### src/rtl/reg_bank.sv
// Register bank with DEPTH entries of WIDTH bits. It has separate write and read addresses,
// an in-place increment mode, and a registered read port with write-through bypass.
module reg_bank #(
    parameter int unsigned          WIDTH     = 8,
    parameter int unsigned          DEPTH     = 4,
    parameter logic [WIDTH-1:0]     RESET_VAL = '0,
    localparam int unsigned         AW        = $clog2(DEPTH)
) (
    input  logic             clk,
    input  logic             rst_n,
    input  logic             load_n,
    input  logic             inc_n,
    input  logic             enable_n,
    input  logic [AW-1:0]    wr_addr,
    input  logic [AW-1:0]    rd_addr,
    input  logic [WIDTH-1:0] reg_in,
    output logic [WIDTH-1:0] reg_out,
    output logic             out_valid,
    output logic             carry
);

    localparam logic [AW:0] DEPTH_W = (AW+1)'(DEPTH);

    logic [WIDTH-1:0] entry [DEPTH];

    logic             wr_ok;
    logic             rd_ok;
    logic             wr_act;
    logic             carry_next;
    logic [WIDTH-1:0] old_val;
    logic [WIDTH-1:0] new_val;
    logic [WIDTH-1:0] rd_value;

    // When DEPTH is not a power of two, some address codes have no entry behind them.
    assign wr_ok = ({1'b0, wr_addr} < DEPTH_W);
    assign rd_ok = ({1'b0, rd_addr} < DEPTH_W);

    always_comb begin
        old_val    = '0;
        new_val    = '0;
        wr_act     = 1'b0;
        carry_next = 1'b0;
        rd_value   = '0;

        if (wr_ok) begin
            old_val = entry[wr_addr];
        end

        if (!load_n) begin
            new_val = reg_in;
            wr_act  = wr_ok;
        end else if (!inc_n) begin
            new_val    = old_val + WIDTH'(1);
            wr_act     = wr_ok;
            carry_next = wr_ok && (old_val == '1);
        end

        // A read of the entry being written returns the value it is about to hold.
        if (rd_ok) begin
            if (wr_act && (rd_addr == wr_addr)) begin
                rd_value = new_val;
            end else begin
                rd_value = entry[rd_addr];
            end
        end
    end

    always_ff @(posedge clk) begin
        if (!rst_n) begin
            for (int i = 0; i < int'(DEPTH); i++) begin
                entry[i] <= RESET_VAL;
            end
            reg_out   <= '0;
            out_valid <= 1'b0;
            carry     <= 1'b0;
        end else begin
            if (wr_act) begin
                entry[wr_addr] <= new_val;
            end
            carry <= carry_next;
            if (!enable_n) begin
                reg_out   <= rd_value;
                out_valid <= 1'b1;
            end else begin
                out_valid <= 1'b0;
            end
        end
    end

endmodule
### config.mk
export PLATFORM = sky130hd
export DESIGN_NAME = reg_bank
export DESIGN_NICKNAME = d
export VERILOG_FILES = /design/src/rtl/reg_bank.sv
export SDC_FILE = /design/constraint.sdc
export NUM_CORES = 1
export LEC_CHECK = 0
export BUFFER_PORTS_ARGS = -buffer_cell sky130_fd_sc_hd__buf_2
export CAP_MARGIN = 10
export CORE_MARGIN = 5
export CORE_UTILIZATION = 35
export CTS_CLUSTER_SIZE = 14
export DETAILED_ROUTE_END_ITERATION = 6
export HOLD_SLACK_MARGIN = 0.03
export PLACE_DENSITY = 0.59
export SLEW_MARGIN = 0
export SYNTH_ARGS = -nofsm -noshare
export SYNTH_HDL_FRONTEND = slang
export SYNTH_SLANG_ARGS = --single-unit
### constraint.sdc
create_clock -name clk -period 2.13 [get_ports clk]
set_input_delay 0.3195 -clock clk [delete_from_list [all_inputs] [get_ports clk]]
set_output_delay 0.3195 -clock clk [all_outputs]
set_load 0.005 [all_outputs]
### Word-level counts from Yosys, hierarchy flattened

Memories as Yosys holds them, arrays and structs flattened. A register that Yosys moved wholly into a read port is not among the register bits.
Index checks and enable logic that the tools add are counted.
W data, S select, Z words.

| word-level totals | value |
|---|---|
| register bits after elaboration | 2 |
| RAM bits | 32 |
| input port bits | 17 |
| output and inout bits | 10 |
| logic and storage cells | 23 |
| memories | 1 |

Memories:

| memory | depth | width | rd ports | clocked after memory_dff | wr ports | RTL line | text |
|---|---|---|---|---|---|---|---|
| entry | 4 | 8 | 2 | 1 | 4 | 24 | `logic [WIDTH-1:0] entry [DEPTH];` |

| operators by class | value |
|---|---|
| add/sub/neg operators | 1 |
| equal/unequal tests | 1 |
| multiplexer cells | 12 |
| bitwise gates (word level) | 2 |
| reduce and logical (&&, ||, !) cells | 4 |

Operator list:

| kind | number |
|---|---|
| $mux W8 | 3 |
| $add A8 B1 Y8 const B | 1 |
| $eq A8 B8 Y1 const B | 1 |
| $mux W1 | 8 |
| $reduce_or A8 Y1 | 1 |
| $reduce_or A3 Y1 | 1 |
| $logic_not A1 Y1 | 2 |
| $mux W2 | 1 |
| $not A1 Y1 | 2 |

### Depth between registers and ports, before layout

Gate-level depths: netlist (run 1).

| depth | value |
|---|---|
| depth in word-level cells | 7 |
| mapped depth | 8 |
| depth with buffers taken out | 6 |

### Worst setup path before layout (run 1)

OpenSTA, ideal clock, no wires.

| path | value |
|---|---|
| path type | input port to flip-flop |
| start point | input wr_addr[0] |
| end point | register reg_out[1], read port of entry |
| library setup time | 91 ps |
| arrival | 2065 ps |
| data required time | 2039 ps |
| path slack | -26 ps |
| cell stages on the path | 6 |
| path buffers | 1 |
| cell sequence | buf_6 > mux4_2 > ha_1 > a22oi_1 > or4_1 > a311oi_1 |

RTL lines:

| what | RTL line | text |
|---|---|---|
| start, declared | 14 | `input logic [AW-1:0] wr_addr,` |
| end, declared | 17 | `output logic [WIDTH-1:0] reg_out,` |

==> flow_summary.toml, run 1 <==
[critical_path]
path_cells = "mux4_2 -> ha_1 -> a22oi_2 -> or4_1 -> a311oi_2"
worstPathRequired_ns = 2.34
worstRegToRegCells = 5
cp_slowest_cell = "mux4_2"
r2r_start = "entry[3][1]$_DFFE_PP_"
critPathCaptureType = "flop"
r2r-end = "reg_out[1]$_SDFFE_PN0N_"
cp.arrival_ns = 2.31
startpoint_type = "flop"
r2r_slack_ns = 0.03
critPathMaxFanout = 2
cpPeakStageDelay_ns = 0.51
crit_type = "flop to flop"

[yosys]
synth-seq-cells = 42
syn_inst = 184
synth.mux.area_fraction_pct = 16.1
synth-xor-area-share_pct = 1.57
synthAdderAreaFrac_pct = 0.560
synth_top_family_by_area = "multiplexers"
syn_nets = 202
async_reset_ff_share_pct = 0
syn_area_um2 = 2230
synthFlopType = "edfxtp_1"
synth-edff-count = 32
yosysSeqAreaShare_pct = 52.0
ys_types = 38
ys_warn_count = 0
syn_area_per_cell_um2 = 12.1
yosys.area_share.simple_pct = 16.0
synth_compound_area_share_pct = 10.5

[cts]
cts_tree = "yes"
insertion_delay_ns = 0.30
cts_inserted_buffers = 5
htree_num_levels = 2
cts_max_path_buffers = 2
clkTransAtPathRegs_ns = 0.09
cts.sinks = 42
root_buffer = "clkbuf_8"
holdBufCountCts = 0

[timing]
finalCritPeriodShare_pct = 98.6
slew_violations = 0
setup_viol = 0
worst_pin_slew_ns = 0.441
rsz0062_at_grt = "true"
max_freq_mhz = 476
fin_skew_ns = 0.00755
hold_viol_final = 0
min_period_ns = 2.10
setup_slack_ns = 0.0306
slew_headroom_pct = 70.5

[detailed_routing]
drcViolationCount = 0
routedWlPerCell_um = 18.0
drt-initial-drc-count = 121
dr.pass1.iters = 4
drtAntennaViolNets = 0
vias = 1695
drt_wl_total_mm = 5.53
via_per_inst = 5.50

[global_route]
grt-ovfl-total = 0
grt_pass1_vias = 1686
grt_pass1_wl_mm = 9.05
grt_use_total_pct = 14.3
grt_max_degree = 15
antenna_found_initial = 0

[floorplan]
dieArea_um2 = 8080
io_pins = 27
start_util_pct = 35.6
die_y_um = 89.9
num_rows = 29
core_um2 = 6280
dieWidth_um = 89.9

[power]
p_per_area_nw_per_um2 = 664
swShare_pct = 26.6
p_int_mw = 1.30
power.leakage_nw = 1.05
share_comb_of_total_power_pct = 17.8
vdd_ir_drop_max_v = 0.000277
seq_power_share_pct = 53.9
netSwitchingPower_uw = 472
p_clk_share_pct = 28.3

[worst_hold_path]
worst_hold_path.endpoint = "reg_out[2]$_SDFFE_PN0N_"
min_from = "enable_n"
min_path_cells = 3
worstHoldPathType = "input pin to flop"

[place]
portBuffers = 26
place_hpwl_mm = 4.24
place_ws_ns = -0.0810
gp_congestion = 0.851

[layout]
fin_nets = 248
areaGrowthSynthToFinish_pct = 19.8
antennaDiodeCount = 0
fillerInstances = 602
drive_above_1_share_pct = 34.6
final_core_util_pct = 42.6

[outcome]
status = "finished, final reports clean"

[run]
cap_violations = 0
-- cells in the final DEF, fill, tap and decap left out, types with 3 or more instances in the layout --
master    instances
a211oi_2          3
a41oi_1           5
nand3_1           7
clkbuf_8          5
mux4_2           16
nand2_1          12
buf_2            26
buf_4            23
nor2_1           37
nor4_1            4
inv_1             4
dfxtp_1          10
o211a_1           3
and3_1            5
o31ai_1           5
or4_1             3
edfxtp_1         32
-- cells in the mapped netlist, types with 2 or more instances --
cell type	number	area (um2)
buf_2	3	15.0
and3_1	5	31.3
a211oi_2	3	37.5
or4_1	3	22.5
clkbuf_1	5	18.8
dfxtp_1	10	200
o21ai_1	2	10.0
a41oi_1	5	43.8
nor2_1	37	139
xnor2_1	2	17.5
a22oi_1	3	22.5
o211a_1	3	30.0
a311oi_1	2	17.5
a21oi_1	2	10.0
nor4_1	4	25.0
nand2_1	12	45.0
o31ai_1	5	37.5
a31oi_1	2	12.5
inv_1	4	15.0
nand3_1	7	35.0
xor2_1	2	17.5
mux4_2	16	360
edfxtp_1	32	961
-- worst max-delay path, delay by kind of cell, from the launching register on --
kind	cells	cell delay, ns
compound gates	2	0.31
fa+ha+maj	1	0.31
flops	1	0.41
mux	1	0.51
simple gates	1	0.49
-- power by group through the flow --
| stage | registers (mW) | logic [mW] | clock network [mW] |
|---|---|---|---|
| after floorplan | 0.970 | 0.191 | 0 |
| after global placement | 0.974 | 0.310 | 0 |
| after detailed placement | 0.977 | 0.312 | 0 |
| after CTS | 0.958 | 0.313 | 0.514 |
| after global routing | 0.964 | 0.345 | 0.546 |
| final | 0.957 | 0.316 | 0.503 |
-- worst max path at each step --
stage / startpoint / endpoint / cells after the start
floorplan: wr_addr[0] / reg_out[1]$_SDFFE_PN0N_ / 6
global placement: wr_addr[0] / reg_out[1]$_SDFFE_PN0N_ / 6
detailed placement: wr_addr[0] / reg_out[1]$_SDFFE_PN0N_ / 6
CTS: entry[3][1]$_DFFE_PP_ / reg_out[1]$_SDFFE_PN0N_ / 5
global route: entry[3][1]$_DFFE_PP_ / reg_out[6]$_SDFFE_PN0N_ / 7
finish: entry[3][1]$_DFFE_PP_ / reg_out[1]$_SDFFE_PN0N_ / 5
-- metrics by stage --
step	TNS [ns]	hold WS, ns	total power [mW]	cell area (um2)	instances
after detailed placement	-0.432	0.474	1.29	2580	299
after CTS	0	0.364	1.78	2660	307
final	0	0.364	1.78	2680	308
after floorplan	0	0.476	1.16	2240	184
after global routing	-0.272	0.419	1.85	2680	308
after global placement	-0.115	0.474	1.28	2580	299
-- layout make-up --
type / instances / area [um2] / area share [%]
Sequential cell: 42 / 1160 / 43.4
Multi-Input combinational cell: 127 / 1010 / 37.8
Timing Repair Buffer: 49 / 303 / 11.3
Tap cell: 77 / 96.3 / 3.60
Clock buffer: 5 / 68.8 / 2.57
Inverter: 5 / 18.8 / 0.701
Clock inverter: 3 / 16.3 / 0.608
-- per-layer routing --
layer	GRT usage (%)	wire, um	vias up
li1	-	-	812
met4	6.33	161	0
met5	0	0	-
met1	17.0	2230	809
met3	3.92	370	12
met2	24.2	2770	62
-- logic make-up after synthesis --
kind of cell | after synthesis
muxes | 16
xor gates and xnor gates | 4
buffers and inverters | 15
adders and majority gates | 1
AOI/OAI and AO/OA | 29
DFF | 42
and+or+nand+nor | 77
-- state kept, by name, summed over array words and instances (netlist names) --
register,count
carry,1
entry,32
out_valid,1
reg_out,8
-- what timing repair did --
item / in CTS / in global routing
gates resized for setup: 0 / 1
buffers inserted: 0 / 1
endpoints found under the setup margin: 0 / 12
Power figures use the tool's default switching activity.
==> run 2: changes to the inputs <==
CORE_ASPECT_RATIO = 2   (was default)
PLACE_DENSITY = default   (was 0.59)
PLACE_DENSITY_LB_ADDON = 0.12   (was default)
==> run 2 against run 1 <==
  * Critical path depth unchanged
  * Global-route usage up 1.3 points
  * Die area up 1.2%
  * Clock power up 53%
  * Power up 15%
  * Cell count up 3.6%
  * Cell area up 3.5%
  * Critical path type unchanged
  * Critical endpoint unchanged
  * Largest power group unchanged
==> flow_summary.toml, run 2 (same netlist as run 1, synthesis figures left out) <==
[layout]
fin_nets = 250
largest_register_ffs = 32
drive_above_1_share_pct = 35.2
multi_input_area_um2 = 1020
layout_commonest_cell = "nor2_1"
final_cells = 319
largestRegisters = "entry x32, reg_out x8"
areaGrowthSynthToFinish_pct = 24.0
regMostFlops = "entry"
final_core_util_pct = 44.2
final_cell_mix = "nor2_1 (37), edfxtp_1 (32), buf_2 (26)"
register_area_um2 = 1160
antennaDiodeCount = 0
fillerInstances = 605

[cts]
cts_max_path_buffers = 2
clkTransAtPathRegs_ns = 0.06
cts_setup_buffers = 0
htree_num_levels = 2
cts_tree = "yes"
cts_resized = 0
insertion_delay_ns = 0.30
cts_inserted_buffers = 5
holdBufCountCts = 0
root_buffer = "clkbuf_16"
cts.sinks = 42

[floorplan]
dieArea_um2 = 8180
core_um2 = 6260
dieWidth_um = 66.5
die_y_um = 123
start_util_pct = 35.7
num_rows = 41
io_pins = 27

[detailed_routing]
drt-initial-drc-count = 72
drtAntennaViolNets = 0
vias = 1684
routedWlPerCell_um = 18.1
drcViolationCount = 0
via_per_inst = 5.28
dr.pass1.iters = 4
drt_wl_total_mm = 5.77

[global_route]
grt_pass1_vias = 1801
grt_max_degree = 15
grt_use_total_pct = 15.6
grt_pass1_wl_mm = 9.11
grt-ovfl-total = 0
antenna_found_initial = 0

[timing]
fin_skew_ns = 0.00633
setup_viol = 0
worst_pin_slew_ns = 0.429
min_period_ns = 2.08
finalCritPeriodShare_pct = 97.8
max_freq_mhz = 480
rsz0062_at_grt = "true"
hold_slack_ns = 0.392
hold_viol_final = 0
setup_slack_ns = 0.0479
slew_violations = 0
slew_headroom_pct = 71.3

[power]
power.leakage_nw = 1.08
vdd_ir_drop_max_v = 0.000392
p_per_area_nw_per_um2 = 740

[critical_path]
endpoint = "reg_out[1]$_SDFFE_PN0N_"
worstRegToRegCells = 5
cp.arrival_ns = 2.29
path_cells = "mux4_2 -> ha_4 -> a22oi_2 -> or4_1 -> a311oi_1"
critPathMaxFanout = 2
critPathCaptureType = "flop"
crit_type = "flop to flop"
cpPeakStageDelay_ns = 0.53
r2r_start = "entry[2][1]$_SDFFCE_PN0P_"
cp_slowest_cell = "mux4_2"
critPathLaunch = "entry[2][1]$_SDFFCE_PN0P_"
r2r-end = "reg_out[1]$_SDFFE_PN0N_"
worstPathRequired_ns = 2.34
startpoint_type = "flop"
r2r_slack_ns = 0.05

[worst_hold_path]
worstHoldPathType = "input pin to flop"

[place]
gp_congestion = 0.840
portBuffers = 26
place_hpwl_mm = 4.63
dp.cells = 311
place_ws_ns = -0.0964

[run]
cap_violations = 0

[outcome]
status = "finished, final reports clean"
==> run 2: cell types whose count changed in the layout (fill, tap and decap cells not counted) <==
| cell | delta |
|---|---|
| clkbuf_16 | +5 |
| buf_4 | +2 |
| inv_6 | +1 |
| a311oi_2 | -1 |
| ha_1 | -1 |
| clkbuf_8 | -5 |
| a311oi_1 | +1 |
| ha_4 | +1 |
| clkinv_2 | -1 |
==> run 2: through the flow <==
| step | power, mW | cell area (um2) | setup TNS, ns |
|---|---|---|---|
| after floorplan | 1.16 | 2240 | 0 |
| after global placement | 1.29 | 2610 | -0.793 |
| after detailed placement | 1.29 | 2610 | -1.32 |
| after CTS | 2.06 | 2760 | 0 |
| after global routing | 2.14 | 2770 | -0.0860 |
| final | 2.05 | 2770 | 0 |
==> run 2: worst max-delay path, delay by kind of cell (launching register included) <==
kind            cells  cell delay, ns
fa+ha+maj           1            0.29
flops               1            0.41
mux                 1            0.53
compound gates      2            0.30
simple gates        1            0.47
==> run 2: worst min path at each step <==
stage                                 start                 endpoint  slack (ns)  cells after the start
floorplan           reg_out[0]$_SDFFE_PN0N_  reg_out[0]$_SDFFE_PN0N_        0.48                      2
global placement    reg_out[0]$_SDFFE_PN0N_  reg_out[0]$_SDFFE_PN0N_        0.47                      2
detailed placement  reg_out[1]$_SDFFE_PN0N_  reg_out[1]$_SDFFE_PN0N_        0.48                      2
CTS                                enable_n  reg_out[2]$_SDFFE_PN0N_        0.39                      3
global route                       enable_n  reg_out[2]$_SDFFE_PN0N_        0.43                      3
finish                             enable_n  reg_out[2]$_SDFFE_PN0N_        0.39                      3
==> run 2: cell type report <==
type / instances / area share (%)
Timing Repair Buffer: 51 / 11.5
Inverter: 5 / 0.678
Clock inverter: 3 / 0.723
Clock buffer: 5 / 4.52
Multi-Input combinational cell: 127 / 36.8
Sequential cell: 42 / 41.9
Tap cell: 86 / 3.89
==> run 2: per-layer routing <==
| metal | share of wire, % | GRT usage (%) | vias to the layer above |
|---|---|---|---|
| met1 | 33 | 14.5 | 808 |
| met4 | 4.1 | 9.67 | 0 |
| li1 | - | - | 812 |
| met3 | 4.1 | 3.27 | 16 |
| met2 | 59 | 29.7 | 48 |
| met5 | 0 | 0 | - |
==> run 2: report_power, final <==
part	total, mW	internal (mW)	switching [mW]
Combinational	0.317	0.149	0.168
Clock	0.772	0.434	0.338
Sequential	0.961	0.937	0.0243
==> run 3: changes to the inputs <==
clock period = 1.8 ns   (was 2.13 ns; I/O delays follow)
==> run 3 against run 2 <==
  * The flow now finishes with violations (setup timing)
  * Critical path type unchanged
  * Flip-flop and latch count unchanged
  * Fmax up 1.9%
  * Power grew 22%
  * Largest power group unchanged
  * Clock skew is 0.0036 ns lower
==> flow_summary.toml, run 3 (same netlist as run 1, synthesis figures left out) <==
[outcome]
violations = "setup timing"
status = "complete, but fails checks"

[power]
p_clk_share_pct = 36.4
seq_power_share_pct = 45.4
netSwitchingPower_uw = 662
power.leakage_nw = 1.18
p_int_mw = 1.84
swShare_pct = 26.5
vdd_ir_drop_max_v = 0.000463
p_per_area_nw_per_um2 = 829
share_comb_of_total_power_pct = 18.2

[critical_path]
critPathMaxFanout = 2
cp_slowest_cell = "mux4_2"
endpoint = "reg_out[1]$_SDFFE_PN0N_"
critPathCaptureType = "flop"
crit_type = "flop to flop"
startpoint_type = "flop"
critPathLaunch = "entry[3][1]$_DFFE_PP_"
worstRegToRegCells = 5
r2r_start = "entry[3][1]$_DFFE_PP_"
worstPathRequired_ns = 2.00
cp.arrival_ns = 2.24
path_cells = "mux4_2 -> ha_4 -> a22oi_2 -> or4_1 -> a311oi_1"
cpPeakStageDelay_ns = 0.53
r2r-end = "reg_out[1]$_SDFFE_PN0N_"
r2r_slack_ns = -0.24

[layout]
regMostFlops = "entry"
largest_register_ffs = 32
final_cells = 332
fillerInstances = 616
antennaDiodeCount = 0
drive_above_1_share_pct = 45.9
design_area_um2 = 3020
final_cell_mix = "buf_4 (36), edfxtp_1 (32), nor2_1 (30)"
fin_nets = 263
register_area_um2 = 1160
multi_input_area_um2 = 1150
layout_commonest_cell = "buf_4"
areaGrowthSynthToFinish_pct = 35.0
largestRegisters = "entry x32, reg_out x8"

[timing]
tns_ns = -3.83
setup_viol = 30
rsz0062_at_grt = "true"
fin_skew_ns = 0.00269
max_freq_mhz = 490
min_period_ns = 2.04
slew_headroom_pct = 71.2
worst_pin_slew_ns = 0.430
finalCritPeriodShare_pct = 113
setup_slack_ns = -0.243
hold_slack_ns = 0.346
slew_violations = 0
hold_viol_final = 0

[cts]
holdBufCountCts = 0
cts_max_path_buffers = 2
root_buffer = "clkbuf_16"
cts.sinks = 42
htree_num_levels = 2
cts_tree = "yes"
clkTransAtPathRegs_ns = 0.06
insertion_delay_ns = 0.29
cts_inserted_buffers = 5

[floorplan]
dieWidth_um = 66.5
num_rows = 41
die_y_um = 123
dieArea_um2 = 8180
start_util_pct = 35.7
core_um2 = 6260
io_pins = 27

[global_route]
grt_pass1_vias = 1899
grt-ovfl-total = 0
grt_pass1_wl_mm = 9.96
grt_max_degree = 15
grt_use_total_pct = 17.1
antenna_found_initial = 0

[detailed_routing]
wl_met2_mm = 3.59
dr_wl_met3_um = 192
vias = 1782
wl_met1_mm = 2.25
drtAntennaViolNets = 0
drt_wl_total_mm = 6.25
drcViolationCount = 0
dr.pass1.iters = 4
top_layer = "met4"
routedWlPerCell_um = 18.8
via_per_inst = 5.37
drt-initial-drc-count = 76

[run]
cap_violations = 0

[place]
portBuffers = 26
dp.cells = 322
place_hpwl_mm = 4.97
gp_congestion = 0.846
dpl-instance-area_um2 = 2760

[worst_hold_path]
min_path_cells = 3
worstHoldPathType = "input pin to flop"
-- run 3: changes by cell type in the layout (fill, tap and decap cells not counted), sizes merged --
cell / before / now
buf: 51 / 64
-- run 3: power by group through the flow --
stage | Combinational [mW] | Clock [mW] | Sequential, mW
after floorplan | 0.243 | 0 | 1.15
after CTS | 0.440 | 0.929 | 1.14
after detailed placement | 0.421 | 0 | 1.16
final | 0.454 | 0.909 | 1.13
after global routing | 0.491 | 0.966 | 1.14
after global placement | 0.414 | 0 | 1.15
-- run 3: layout make-up --
cell class	count	share of cell area, %
clock buffer	5	4.15
timing repair buffer	64	14.3
clock inverter	3	0.664
sequential	42	38.5
tap	86	3.57
multi-input combinational	127	38.2
inverter	5	0.622
-- run 3: worst min-delay path by stage --
stage                     slack (ns)                 endpoint                     from
after global placement          0.47  reg_out[0]$_SDFFE_PN0N_  reg_out[0]$_SDFFE_PN0N_
final                           0.35  reg_out[2]$_SDFFE_PN0N_                 enable_n
after detailed placement        0.47  reg_out[0]$_SDFFE_PN0N_  reg_out[0]$_SDFFE_PN0N_
after CTS                       0.35  reg_out[2]$_SDFFE_PN0N_                 enable_n
after floorplan                 0.44  reg_out[2]$_SDFFE_PN0N_                 enable_n
after global routing            0.38  reg_out[2]$_SDFFE_PN0N_                 enable_n
-- run 3: critical path, delay by kind of cell (launching register included) --
kind | cells | cell delay, ns
multiplexers | 1 | 0.53
adder cells (fa/ha/maj) | 1 | 0.29
AND/OR/NAND/NOR | 1 | 0.40
flip-flops | 1 | 0.41
AO/OA/AOI/OAI | 2 | 0.32
-- run 3: layer usage --
metal,up-vias,track usage [%]
li1,836,-
met1,887,18.1
met2,40,31.3
met3,19,3.00
met4,0,8.65
met5,-,0
-- run 3: metrics by stage --
stage	power (mW)	worst slack [ns]	utilization (%)
after floorplan	1.39	-0.184	-
after global placement	1.57	-0.413	44.0
after detailed placement	1.58	-0.398	44.0
after CTS	2.50	-0.258	47.3
after global routing	2.60	-0.329	48.2
final	2.50	-0.243	48.2
-- run 3: timing repair --
action	in CTS	in global routing
setup endpoints to repair	36	36
buffers inserted	5	1
gates resized for setup	8	11
pin swaps	10	1
